File: src/rtl/tx_seq_ctrl_pkg.sv
// Shared definitions for the transmit sequencer and the receive-side
// delay controller: state encoding, line count, LUT stride and widths.
package tx_seq_ctrl_pkg;

  typedef enum logic [1:0] {
    ST_IDLE   = 2'd0,
    ST_LOAD   = 2'd1,
    ST_FIRE   = 2'd2,
    ST_LISTEN = 2'd3
  } tx_state_e;

  localparam int TX_NUM_LINES  = 61;
  localparam int TX_N_ELEM     = 64;
  localparam int TX_WIDTH_DEF  = 8;
  localparam int TX_PRI_CYCLES = 20000;
  localparam int TX_CNT_WD     = 20;
  localparam int TX_ADDR_WD    = 12;
  localparam int TX_LINE_SHIFT = 6;
  localparam int TX_LINE_WD    = 8;

  // Counter width able to hold 0..n-1 (at least one bit).
  function automatic int idx_width(input int n);
    if (n > 1) begin
      return $clog2(n);
    end else begin
      return 1;
    end
  endfunction

endpackage

File: src/rtl/tx_period_timer.sv
// Line period timer: counts cycles from LOAD entry and flags the last
// cycle of the line (and the cycle before it, so registered outputs can
// land on the last cycle).
// Optional macro TX_PRI_OVERRIDE_EN: period comes from pri_cfg_i, sampled
// on each LOAD entry and clamped to at least N_ELEM+TX_WIDTH+1.
module tx_period_timer
  import tx_seq_ctrl_pkg::*;
#(
  parameter int N_ELEM     = TX_N_ELEM,
  parameter int TX_WIDTH   = TX_WIDTH_DEF,
  parameter int PRI_CYCLES = TX_PRI_CYCLES,
  parameter int CNT_WD     = TX_CNT_WD
) (
  input  logic              clk,
  input  logic              rst_n,
`ifdef TX_PRI_OVERRIDE_EN
  input  logic [CNT_WD-1:0] pri_cfg_i,
`endif
  input  logic              start_i,
  input  logic              run_i,
  output logic [CNT_WD-1:0] period_cnt_o,
  output logic              tc_o,
  output logic              tc_pre_o
);

  localparam logic [CNT_WD-1:0] PRI_FLOOR = CNT_WD'(N_ELEM + TX_WIDTH);

  logic [CNT_WD-1:0] cnt_q, cnt_d;
  logic [CNT_WD-1:0] pri_s;

`ifdef TX_PRI_OVERRIDE_EN
  logic [CNT_WD-1:0] pri_q, pri_d, pri_clamp_s;

  // Clamp the requested period and latch it for the line about to start.
  always_comb begin
    pri_clamp_s = pri_cfg_i;
    if (pri_cfg_i <= PRI_FLOOR) begin
      pri_clamp_s = PRI_FLOOR + CNT_WD'(1);
    end else begin
      pri_clamp_s = pri_cfg_i;
    end
    if (start_i) begin
      pri_d = pri_clamp_s;
    end else begin
      pri_d = pri_q;
    end
  end

  // Period register for the active line.
  always_ff @(posedge clk or negedge rst_n) begin
    if (!rst_n) begin
      pri_q <= CNT_WD'(PRI_CYCLES);
    end else begin
      pri_q <= pri_d;
    end
  end

  assign pri_s = pri_q;
`else
  assign pri_s = CNT_WD'(PRI_CYCLES);
`endif

  // Clear on LOAD entry, count while a line is running, rest at zero in IDLE.
  always_comb begin
    cnt_d = cnt_q;
    if (start_i) begin
      cnt_d = '0;
    end else if (run_i) begin
      cnt_d = cnt_q + CNT_WD'(1);
    end else begin
      cnt_d = '0;
    end
  end

  // Period counter register.
  always_ff @(posedge clk or negedge rst_n) begin
    if (!rst_n) begin
      cnt_q <= '0;
    end else begin
      cnt_q <= cnt_d;
    end
  end

  assign period_cnt_o = cnt_q;
  assign tc_o         = (cnt_q == (pri_s - CNT_WD'(1)));
  assign tc_pre_o     = (cnt_q == (pri_s - CNT_WD'(2)));

endmodule

File: src/rtl/tx_seq_ctrl.sv
// Transmit scan-line sequencer: per line, preload pulser delays from the
// TX LUT, fire tx_en, then listen until the line period expires.
// Optional macro TX_PRI_OVERRIDE_EN adds the pri_cfg period override port.
module tx_seq_ctrl
  import tx_seq_ctrl_pkg::*;
#(
  parameter int NUM_LINES  = TX_NUM_LINES,
  parameter int N_ELEM     = TX_N_ELEM,
  parameter int TX_WIDTH   = TX_WIDTH_DEF,
  parameter int PRI_CYCLES = TX_PRI_CYCLES,
  parameter int CNT_WD     = TX_CNT_WD,
  parameter int ADDR_WD    = TX_ADDR_WD,
  parameter int LINE_SHIFT = TX_LINE_SHIFT
) (
  input  logic               clk,
  input  logic               rst_n,
`ifdef TX_PRI_OVERRIDE_EN
  input  logic [CNT_WD-1:0]  pri_cfg,
`endif
  input  logic               enable,
  output logic               tx_en,
  output logic               tx_lut_rd,
  output logic [ADDR_WD-1:0] tx_lut_addr,
  output logic [7:0]         tx_line,
  output logic               frame_start,
  output logic               frame_end,
  output logic               busy
);

  localparam int IDX_WD  = idx_width(N_ELEM);
  localparam int FIRE_WD = idx_width(TX_WIDTH);
  localparam logic [IDX_WD-1:0]     LAST_IDX  = IDX_WD'(N_ELEM - 1);
  localparam logic [FIRE_WD-1:0]    LAST_FIRE = FIRE_WD'(TX_WIDTH - 1);
  localparam logic [TX_LINE_WD-1:0] LINE_ONE  = TX_LINE_WD'(1);
  localparam logic [TX_LINE_WD-1:0] LINE_LAST = TX_LINE_WD'(NUM_LINES);

  // Configuration sanity, caught at elaboration.
  if (NUM_LINES * (2 ** LINE_SHIFT) > (2 ** ADDR_WD)) begin : g_bad_addr
    $error("tx_seq_ctrl: NUM_LINES << LINE_SHIFT exceeds the LUT address space");
  end
  if (PRI_CYCLES <= N_ELEM + TX_WIDTH) begin : g_bad_pri
    $error("tx_seq_ctrl: PRI_CYCLES must exceed N_ELEM + TX_WIDTH");
  end
  if (TX_WIDTH < 1) begin : g_bad_width
    $error("tx_seq_ctrl: TX_WIDTH must be at least 1");
  end

  tx_state_e               state_q, state_d;
  logic [IDX_WD-1:0]       elem_idx_q, elem_idx_d;
  logic [FIRE_WD-1:0]      fire_cnt_q, fire_cnt_d;
  logic [TX_LINE_WD-1:0]   line_q, line_d;
  logic                    tx_en_q, tx_en_d;
  logic                    rd_q, rd_d;
  logic [ADDR_WD-1:0]      addr_q, addr_d;
  logic                    fs_q, fs_d;
  logic                    fe_q, fe_d;
  logic                    busy_q, busy_d;

  logic                    load_entry_s;
  logic                    run_s;
  logic                    tc_s;
  logic                    tc_pre_s;
  logic [CNT_WD-1:0]       period_cnt_s;
  logic [ADDR_WD-1:0]      line_base_s;

  tx_period_timer #(
    .N_ELEM    (N_ELEM),
    .TX_WIDTH  (TX_WIDTH),
    .PRI_CYCLES(PRI_CYCLES),
    .CNT_WD    (CNT_WD)
  ) u_timer (
    .clk         (clk),
    .rst_n       (rst_n),
`ifdef TX_PRI_OVERRIDE_EN
    .pri_cfg_i   (pri_cfg),
`endif
    .start_i     (load_entry_s),
    .run_i       (run_s),
    .period_cnt_o(period_cnt_s),
    .tc_o        (tc_s),
    .tc_pre_o    (tc_pre_s)
  );

  // Next-state logic: line sequencing, element and pulse-width counting.
  always_comb begin
    state_d    = state_q;
    elem_idx_d = elem_idx_q;
    fire_cnt_d = fire_cnt_q;
    line_d     = line_q;
    case (state_q)
      ST_IDLE: begin
        if (enable) begin
          state_d    = ST_LOAD;
          line_d     = LINE_ONE;
          elem_idx_d = '0;
        end else begin
          state_d = ST_IDLE;
        end
      end
      ST_LOAD: begin
        if (elem_idx_q == LAST_IDX) begin
          state_d    = ST_FIRE;
          elem_idx_d = '0;
          fire_cnt_d = '0;
        end else begin
          elem_idx_d = elem_idx_q + IDX_WD'(1);
        end
      end
      ST_FIRE: begin
        if (fire_cnt_q == LAST_FIRE) begin
          state_d    = ST_LISTEN;
          fire_cnt_d = '0;
        end else begin
          fire_cnt_d = fire_cnt_q + FIRE_WD'(1);
        end
      end
      ST_LISTEN: begin
        if (tc_s) begin
          elem_idx_d = '0;
          if (line_q < LINE_LAST) begin
            state_d = ST_LOAD;
            line_d  = line_q + LINE_ONE;
          end else if (enable) begin
            state_d = ST_LOAD;
            line_d  = LINE_ONE;
          end else begin
            state_d = ST_IDLE;
          end
        end else begin
          state_d = ST_LISTEN;
        end
      end
      default: begin
        state_d = ST_IDLE;
      end
    endcase
  end

  // Output decode from the next state so every output comes from a flop.
  always_comb begin
    load_entry_s = (state_d == ST_LOAD) && (state_q != ST_LOAD);
    run_s        = (state_d != ST_IDLE);
    tx_en_d      = (state_d == ST_FIRE);
    rd_d         = (state_d == ST_LOAD);
    busy_d       = (state_d != ST_IDLE);
    line_base_s  = ADDR_WD'(line_d - LINE_ONE) << LINE_SHIFT;
    addr_d       = addr_q;
    if (rd_d) begin
      addr_d = line_base_s + ADDR_WD'(elem_idx_d);
    end else begin
      addr_d = addr_q;
    end
    fs_d = (state_d == ST_FIRE) && (state_q == ST_LOAD) && (line_d == LINE_ONE);
    fe_d = (state_d == ST_LISTEN) && tc_pre_s && (line_q == LINE_LAST);
  end

  // State and output registers.
  always_ff @(posedge clk or negedge rst_n) begin
    if (!rst_n) begin
      state_q    <= ST_IDLE;
      elem_idx_q <= '0;
      fire_cnt_q <= '0;
      line_q     <= '0;
      tx_en_q    <= 1'b0;
      rd_q       <= 1'b0;
      addr_q     <= '0;
      fs_q       <= 1'b0;
      fe_q       <= 1'b0;
      busy_q     <= 1'b0;
    end else begin
      state_q    <= state_d;
      elem_idx_q <= elem_idx_d;
      fire_cnt_q <= fire_cnt_d;
      line_q     <= line_d;
      tx_en_q    <= tx_en_d;
      rd_q       <= rd_d;
      addr_q     <= addr_d;
      fs_q       <= fs_d;
      fe_q       <= fe_d;
      busy_q     <= busy_d;
    end
  end

  assign tx_en       = tx_en_q;
  assign tx_lut_rd   = rd_q;
  assign tx_lut_addr = addr_q;
  assign tx_line     = line_q;
  assign frame_start = fs_q;
  assign frame_end   = fe_q;
  assign busy        = busy_q;

  logic unused_s;
  assign unused_s = ^period_cnt_s;

endmodule

File: config.mk
export PLATFORM = sky130hd
export DESIGN_NAME = tx_seq_ctrl
export DESIGN_NICKNAME = d
export VERILOG_FILES = /design/src/rtl/tx_seq_ctrl_pkg.sv /design/src/rtl/tx_period_timer.sv /design/src/rtl/tx_seq_ctrl.sv
export SDC_FILE = /design/constraint.sdc
export NUM_CORES = 1
export LEC_CHECK = 0
export ABC_AREA = 1
export CAP_MARGIN = 20
export CORE_ASPECT_RATIO = 1.4
export CORE_MARGIN = 2
export CORE_UTILIZATION = 35
export DETAILED_ROUTE_END_ITERATION = 10
export GPL_ROUTABILITY_DRIVEN = 0
export MAX_ROUTING_LAYER = met4
export PLACE_DENSITY = 0.58
export SETUP_SLACK_MARGIN = 0.1
export SYNTH_ARGS = -nofsm -noshare
export SYNTH_HDL_FRONTEND = slang
export SYNTH_SLANG_ARGS = --single-unit
File: constraint.sdc
create_clock -name clk -period 3.75 [get_ports clk]
set_clock_uncertainty 0.2 [all_clocks]
set_input_delay 0.75 -clock clk [delete_from_list [all_inputs] [get_ports clk]]
set_output_delay 0.75 -clock clk [all_outputs]
set_load 0.02 [all_outputs]
==> reports/metrics.csv, run 1 <==
stage;metric;value;unit
status;status;completed;
sta;hold_ws;259.0;ps
sta;grt_setup_unrepaired;no;
final_layout;syn_to_final_growth;17.30;%
global_routing;met3_usage;0.02920;
detailed_routing;ant_nets;0;
final_layout;layout.nets;440;
yosys;avgSynthCellArea;7.985;um2
global_routing;grt_remaining_overflow;0;
sta;max_freq;0.3671;GHz
sta;period_share;0.7263;
clock_tree;insertion_delay;300;ps
sta;final-hold-violation-count;0;
final_layout;regArea;1401;um2
detailed_routing;first_pass_iters;4;
floorplan;die_x;84.03;um
critical_path;critPathRequiredTime;3740;ps
global_routing;grtUsageMet2;0.2815;
critical_path;path_max_fanout;5;
clock_tree;cts_max_level;2;
clock_tree;cts_tree;done;
critical_path;regToRegSetupSlack;1040;ps
power;ir_worst_vdd;0.0002938;V
clock_tree;cts.sinks;56;
global_routing;grt-busiest-layer;met2;
sta;setup_violations;0;
clock_tree;cts_root_buffer;clkbuf_16;
yosys;synth.distinct_cells;34;
global_routing;antenna_found_initial;0;
detailed_routing;detail_route.iter0.violations;120;
placement;post-dp-hpwl;5171;um
sta;min_period;2724;ps
clock_tree;cts_resized;0;
detailed_routing;vias;2551;
detailed_routing;wl_per_cell;12.83;um
floorplan;die_h;116.0;um
clock_tree;clkSlewWorstSetupHoldPaths;70;ps
final_layout;multi_input_area;1495;um2
global_routing;track_usage;0.1551;
final_layout;antenna_cells;0;
floorplan;start_util;0.3624;
sta;slew_violations;0;
critical_path;rr_worst_depth;13;
min_path;hold-path-cell-count;1;
yosys;synthCells;393;
sta;slew_headroom;0.5242;
yosys;synth-seq-area-share;0.4466;
critical_path;start_kind;primary input;
critical_path;crit_arrival;2710;ps
yosys;synth_seq_cells;56;
detailed_routing;vias_per_cell;4.822;
floorplan;core_area;8658;um2
final_layout;drive_above_1_share;0.07547;
yosys;syn_area;3138;um2
clock_tree;cts_buffers;5;
final_layout;num-fill-cells;875;
placement;portBuffers;27;
critical_path;r2r-end;u_timer.period_cnt_o[18];
sta;tightest_slew;713.8;ps
critical_path;endpoint_kind;register;
floorplan;ios;28;
critical_path;crit_type;in2reg;
floorplan;rows;40;
global_routing;grt_max_degree;57;
global_routing;grt_pass1_vias;2635;
detailed_routing;route.detailed.drc;0;
global_routing;grt_pass1_wl;11800;um
yosys;yosysWarnings;0;
critical_path;reg2reg_from;tx_line[0];
yosys;syn_nets;410;
sta;tns;0;ps
clock_tree;post_cts_buffers;0;
min_path;worst_hold_path.endpoint;u_timer.period_cnt_o[0];
power;pwr_density_cell;318.8;nW/um2
min_path;hp-class;reg2reg;
power;leakage;1.714;nW
min_path;min_from;u_timer.period_cnt_o[0];
global_routing;gr-usage-met1;0.1719;
clock_tree;cts_buffer_depth;2;
detailed_routing;routed_wirelength;6788;um
run;maxCapViolations;0;
floorplan;die-area;9750;um2
clock_tree;hold_buffers;0;
## layout by cell type, fill, tap and decap left out, types with 2 or more instances in the layout
master / instances
nand2_1: 92
dfrtp_1: 56
nor2_1: 51
inv_1: 47
nand3_1: 28
clkdlybuf4s50_1: 26
nor3_1: 16
nand4_1: 14
ha_1: 14
xor2_1: 13
o21ai_0: 10
inv_2: 7
a21oi_1: 6
clkbuf_16: 5
nand2_2: 4
o22ai_1: 4
nor2_4: 3
o211ai_1: 3
xnor2_1: 3
nor2_2: 2
nand2_4: 2
o21ai_1: 2
nor4_1: 2
## worst max-delay path, stage by stage
cell	delay, ps
clkdlybuf4s50_1	500
inv_1	100
nand2_1	120
nand2_1	90
a21oi_1	300
o21ai_1	140
nand2_1	70
nand2_1	80
a21oi_1	260
nand2_1	80
nand2_1	70
nand2_1	50
nand2_1	50
nand2_1	50
## final cells by class
class	instances	area share
sequential	56	0.3807
timing repair buffer	28	0.07410
tap	105	0.03569
multi-input combinational	278	0.4062
clock inverter	2	0.01054
clock buffer	6	0.03773
inverter	54	0.05506
## power breakdown
part	total [mW]	switching, mW	leakage, nW	internal, mW
combinational	0.0170	0.0142	0.942	0.00283
clock	0.553	0.218	0.0871	0.335
sequential	0.603	0	0.685	0.603
total	1.17	0.232	1.71	0.941
## stage by stage
step / instance area, um2 / power (mW) / std cells / util / setup WS, ps
after floorplan: 3138 / 0.6179 / 393 / - / 1473
after global placement: 3503 / 0.6334 / 521 / 0.4046 / 790.2
after detailed placement: 3503 / 0.6335 / 521 / 0.4046 / 740.1
after CTS: 3681 / 1.187 / 529 / 0.4251 / 987.1
after global routing: 3681 / 1.212 / 529 / 0.4251 / 724.4
final: 3681 / 1.174 / 529 / 0.4251 / 1026
## cell usage after synthesis, drive strengths merged
cell type / count / area [um2]
a21boi: 1 / 7.510
a21oi: 6 / 30.03
a31oi: 1 / 6.260
buf: 4 / 35.03
clkbuf: 1 / 3.750
dfrtp: 56 / 1401
ha: 14 / 175.2
inv: 54 / 202.7
mux2i: 1 / 10.01
nand2: 98 / 392.9
nand3: 29 / 157.7
nand3b: 1 / 7.510
nand4: 14 / 87.58
nor2: 56 / 237.7
nor3: 16 / 80.08
nor3b: 1 / 7.510
nor4: 3 / 25.02
o211ai: 3 / 22.52
o21ai: 13 / 76.33
o22ai: 4 / 25.02
or2: 1 / 6.260
xnor2: 3 / 26.28
xor2: 13 / 113.9
## registers in the layout, indices dropped and copies added (netlist names)
name and cells:
busy 1, elem_idx_q 6, fire_cnt_q 3, frame_end 1, frame_start 1, state_q 2, tx_en 1, tx_line 8
tx_lut_addr 12, tx_lut_rd 1, u_timer.period_cnt_o 20
## cell families after synthesis
kind of cell / after synthesis / share of synthesized area
xor gates and xnor gates: 16 / 0.04466
muxes: 1 / 0.003190
and+or+nand+nor: 219 / 0.3194
buffers and inverters: 59 / 0.07695
AOI/OAI and AO/OA: 28 / 0.05343
DFF: 56 / 0.4466
adders and majority gates: 14 / 0.05582
## layer usage
metal	routed length (um)	up-vias	share of wire
met1	2926	1187	0.43
li1	-	1320	-
met2	3552	36	0.52
met5	0	-	0
met4	104	0	0.015
met3	205	8	0.030
## worst max-delay path by stage
| stage | slack, ps | depth (start not counted) | from | endpoint |
|---|---|---|---|---|
| after floorplan | 1470 | 15 | tx_line[0] | tx_lut_addr[8] |
| after global placement | 790 | 14 | enable | tx_lut_addr[9] |
| after detailed placement | 740 | 14 | enable | tx_lut_addr[9] |
| after CTS | 990 | 13 | tx_line[0] | u_timer.period_cnt_o[18] |
| after global routing | 720 | 13 | tx_line[0] | u_timer.period_cnt_o[18] |
| final | 1030 | 14 | enable | tx_lut_addr[9] |
Note: power is estimated with default switching activity, not from simulation.
==> inputs of run 2 (changes only) <==
--- a/config.mk
+++ b/config.mk
@@ -13,7 +13,7 @@
 export DETAILED_ROUTE_END_ITERATION = 10
 export GPL_ROUTABILITY_DRIVEN = 0
 export MAX_ROUTING_LAYER = met4
-export PLACE_DENSITY = 0.58
+export PLACE_DENSITY = 0.6
 export SETUP_SLACK_MARGIN = 0.1
 export SYNTH_ARGS = -nofsm -noshare
 export SYNTH_HDL_FRONTEND = slang
==> constraint.sdc (replaced) <==
create_clock -name clk -period 2.3 [get_ports clk]
set_clock_uncertainty 0.2 [all_clocks]
set_input_delay 0.46 -clock clk [delete_from_list [all_inputs] [get_ports clk]]
set_output_delay 0.46 -clock clk [all_outputs]
set_load 0.02 [all_outputs]
==> reports/metrics.csv, run 2 (synthesis results as in run 1) <==
stage;metric;value;unit;change
status;status;completed;;
sta;layout_setup_ws;83.40;ps;-942.9 ps
global_routing;grt_pass1_wl;13320;um;+13%
clock_tree;insertion_delay;300;ps;about the same
final_layout;syn_to_final_growth;46.69;%;
detailed_routing;first_pass_iters;4;;unchanged
floorplan;rows;40;;unchanged
critical_path;endpoint_kind;register;;
power;ir_worst_vdd;0.0003618;V;+23%
floorplan;core_area;8658;um2;unchanged
detailed_routing;ant_nets;0;;unchanged
floorplan;die-area;9750;um2;unchanged
critical_path;critPathRequiredTime;2280;ps;-1460 ps
critical_path;crit_arrival;2200;ps;-510 ps
power;leakage;2.097;nW;+22%
final_layout;final_core_util;0.5316;;+0.1065
sta;slew_violations;0;;unchanged
global_routing;grt_pass1_vias;3015;;+14%
placement;post-dp-hpwl;5808;um;+12%
detailed_routing;vias_per_cell;4.873;;+1.0%
final_layout;final_common_cell;nand2_1;;
critical_path;crit_type;reg2reg;;
placement;dp_cells;577;;+11%
sta;hold_ws;277.4;ps;+18.39 ps
clock_tree;cts_buffers;5;;unchanged
sta;min_period;2217;ps;
final_layout;num-fill-cells;817;;-6.6%
global_routing;grt_max_degree;35;;-39%
global_routing;antenna_found_initial;0;;unchanged
power;pwr_density_cell;410.7;nW/um2;+29%
critical_path;start_kind;register;;
floorplan;start_util;0.3624;;unchanged
detailed_routing;routed_wirelength;8273;um;+22%
global_routing;grt_remaining_overflow;0;;unchanged
global_routing;track_usage;0.1756;;+0.02044
detailed_routing;wl_per_cell;13.70;um;+6.7%
final_layout;antenna_cells;0;;unchanged
sta;slew_headroom;0.6247;;+0.1005
floorplan;ios;28;;unchanged
final_layout;layout.nets;515;;+17%
detailed_routing;vias;2943;;+15%
final_layout;regArea;1405;um2;+0.27%
final_layout;final_cell_mix;78 x nand2_1, 69 x buf_4, 53 x dfrtp_1;;
final_layout;multi_input_area;1780;um2;+19%
clock_tree;cts.sinks;56;;unchanged
run;maxCapViolations;0;;unchanged
clock_tree;clkSlewWorstSetupHoldPaths;70;ps;about the same
min_path;hp-class;reg2reg;;
clock_tree;cts_root_buffer;clkbuf_16;;
clock_tree;cts_tree;done;;
critical_path;path_max_fanout;5;;unchanged
final_layout;stdcell_count;604;;+14%
final_layout;drive_above_1_share;0.3407;;+0.2652
sta;final-hold-violation-count;0;;unchanged
sta;setup_violations;0;;unchanged
final_layout;largest_register_ff_count;20;;unchanged
placement;portBuffers;27;;unchanged
power;power;1.890;mW;+61%
clock_tree;cts_buffer_depth;2;;unchanged
detailed_routing;detail_route.iter0.violations;92;;-23%
clock_tree;cts_max_level;2;;unchanged
floorplan;die_x;84.03;um;unchanged
sta;period_share;0.9637;;
sta;tightest_slew;563.0;ps;-150.8 ps
placement;place_ws;-325.4;ps;-1065 ps
sta;grt_setup_unrepaired;yes;;
sta;max_freq;0.4511;GHz;
detailed_routing;route.detailed.drc;0;;unchanged
floorplan;die_h;116.0;um;unchanged
[run 2: cell count changes in the layout (fill, tap and decap cells not counted), sizes merged]
cell | previous run | this run
dlygate4sd3 | 0 | 1
buf | 2 | 74
clkbuf | 6 | 8
[run 2: final timing paths]
check,startpoint,end,slack (ps),depth (start not counted)
setup / recovery,u_timer.period_cnt_o[12],u_timer.period_cnt_o[15],80,13
min in group asynchronous,rst_n,u_timer.period_cnt_o[10],480,2
max in group asynchronous,rst_n,tx_en,830,3
hold reg to reg,tx_lut_addr[1],tx_lut_addr[1],280,2
hold / removal,tx_lut_addr[1],tx_lut_addr[1],280,2
setup reg to reg,u_timer.period_cnt_o[12],u_timer.period_cnt_o[15],80,13
[run 2: layout make-up]
class,count,area share
multi-input cells,278,0.3868
flip-flops and latches,56,0.3052
repair buffers,103,0.1987
inverters,54,0.04512
well taps,105,0.02854
clock buffers,6,0.02800
clock inverters,2,0.007611
[run 2: per-stage QoR]
stage	setup TNS (ps)	area, um2
after floorplan	0	3142
after global placement	-1168	3965
after detailed placement	-1604	3965
after CTS	0	4205
after global routing	-136.6	4603
final	0	4603
[run 2: where the power goes]
part / switching (mW) / internal (mW) / total (mW)
registers: 0 / 0.984 / 0.984
logic: 0.0261 / 0.0130 / 0.0391
clock network: 0.354 / 0.513 / 0.868
[run 2: worst max-delay path: stages, from the launching register on]
cell and delay [ps]:
dfrtp_2 420, nor2_1 120, nand2_1 110, nor2_4 150
nand3_4 140, nand2_4 110, nand2_4 50, nor2_4 100
inv_2 60, nand2_4 80, inv_4 50, o21ai_4 250
clkbuf_16 220, nor3_4 30
[run 2: repair_timing]
| action | in CTS | in global routing |
|---|---|---|
| buffers inserted | 3 | 13 |
| hold endpoints to repair | 22 | 0 |
| resized for setup | 16 | 71 |
| hold buffers | 1 | 0 |
| pin swaps | 2 | 8 |
| cloned | 0 | 2 |
| endpoints found under the setup margin | 33 | 34 |
[run 2: layer usage]
layer,routed length (um),vias up,share of wire,GRT usage
met1,3335,1388,0.40,0.1988
met4,264,0,0.032,0.07419
met2,4404,63,0.53,0.3079
li1,-,1470,-,-
met3,268,22,0.032,0.02778
met5,0,-,0,-
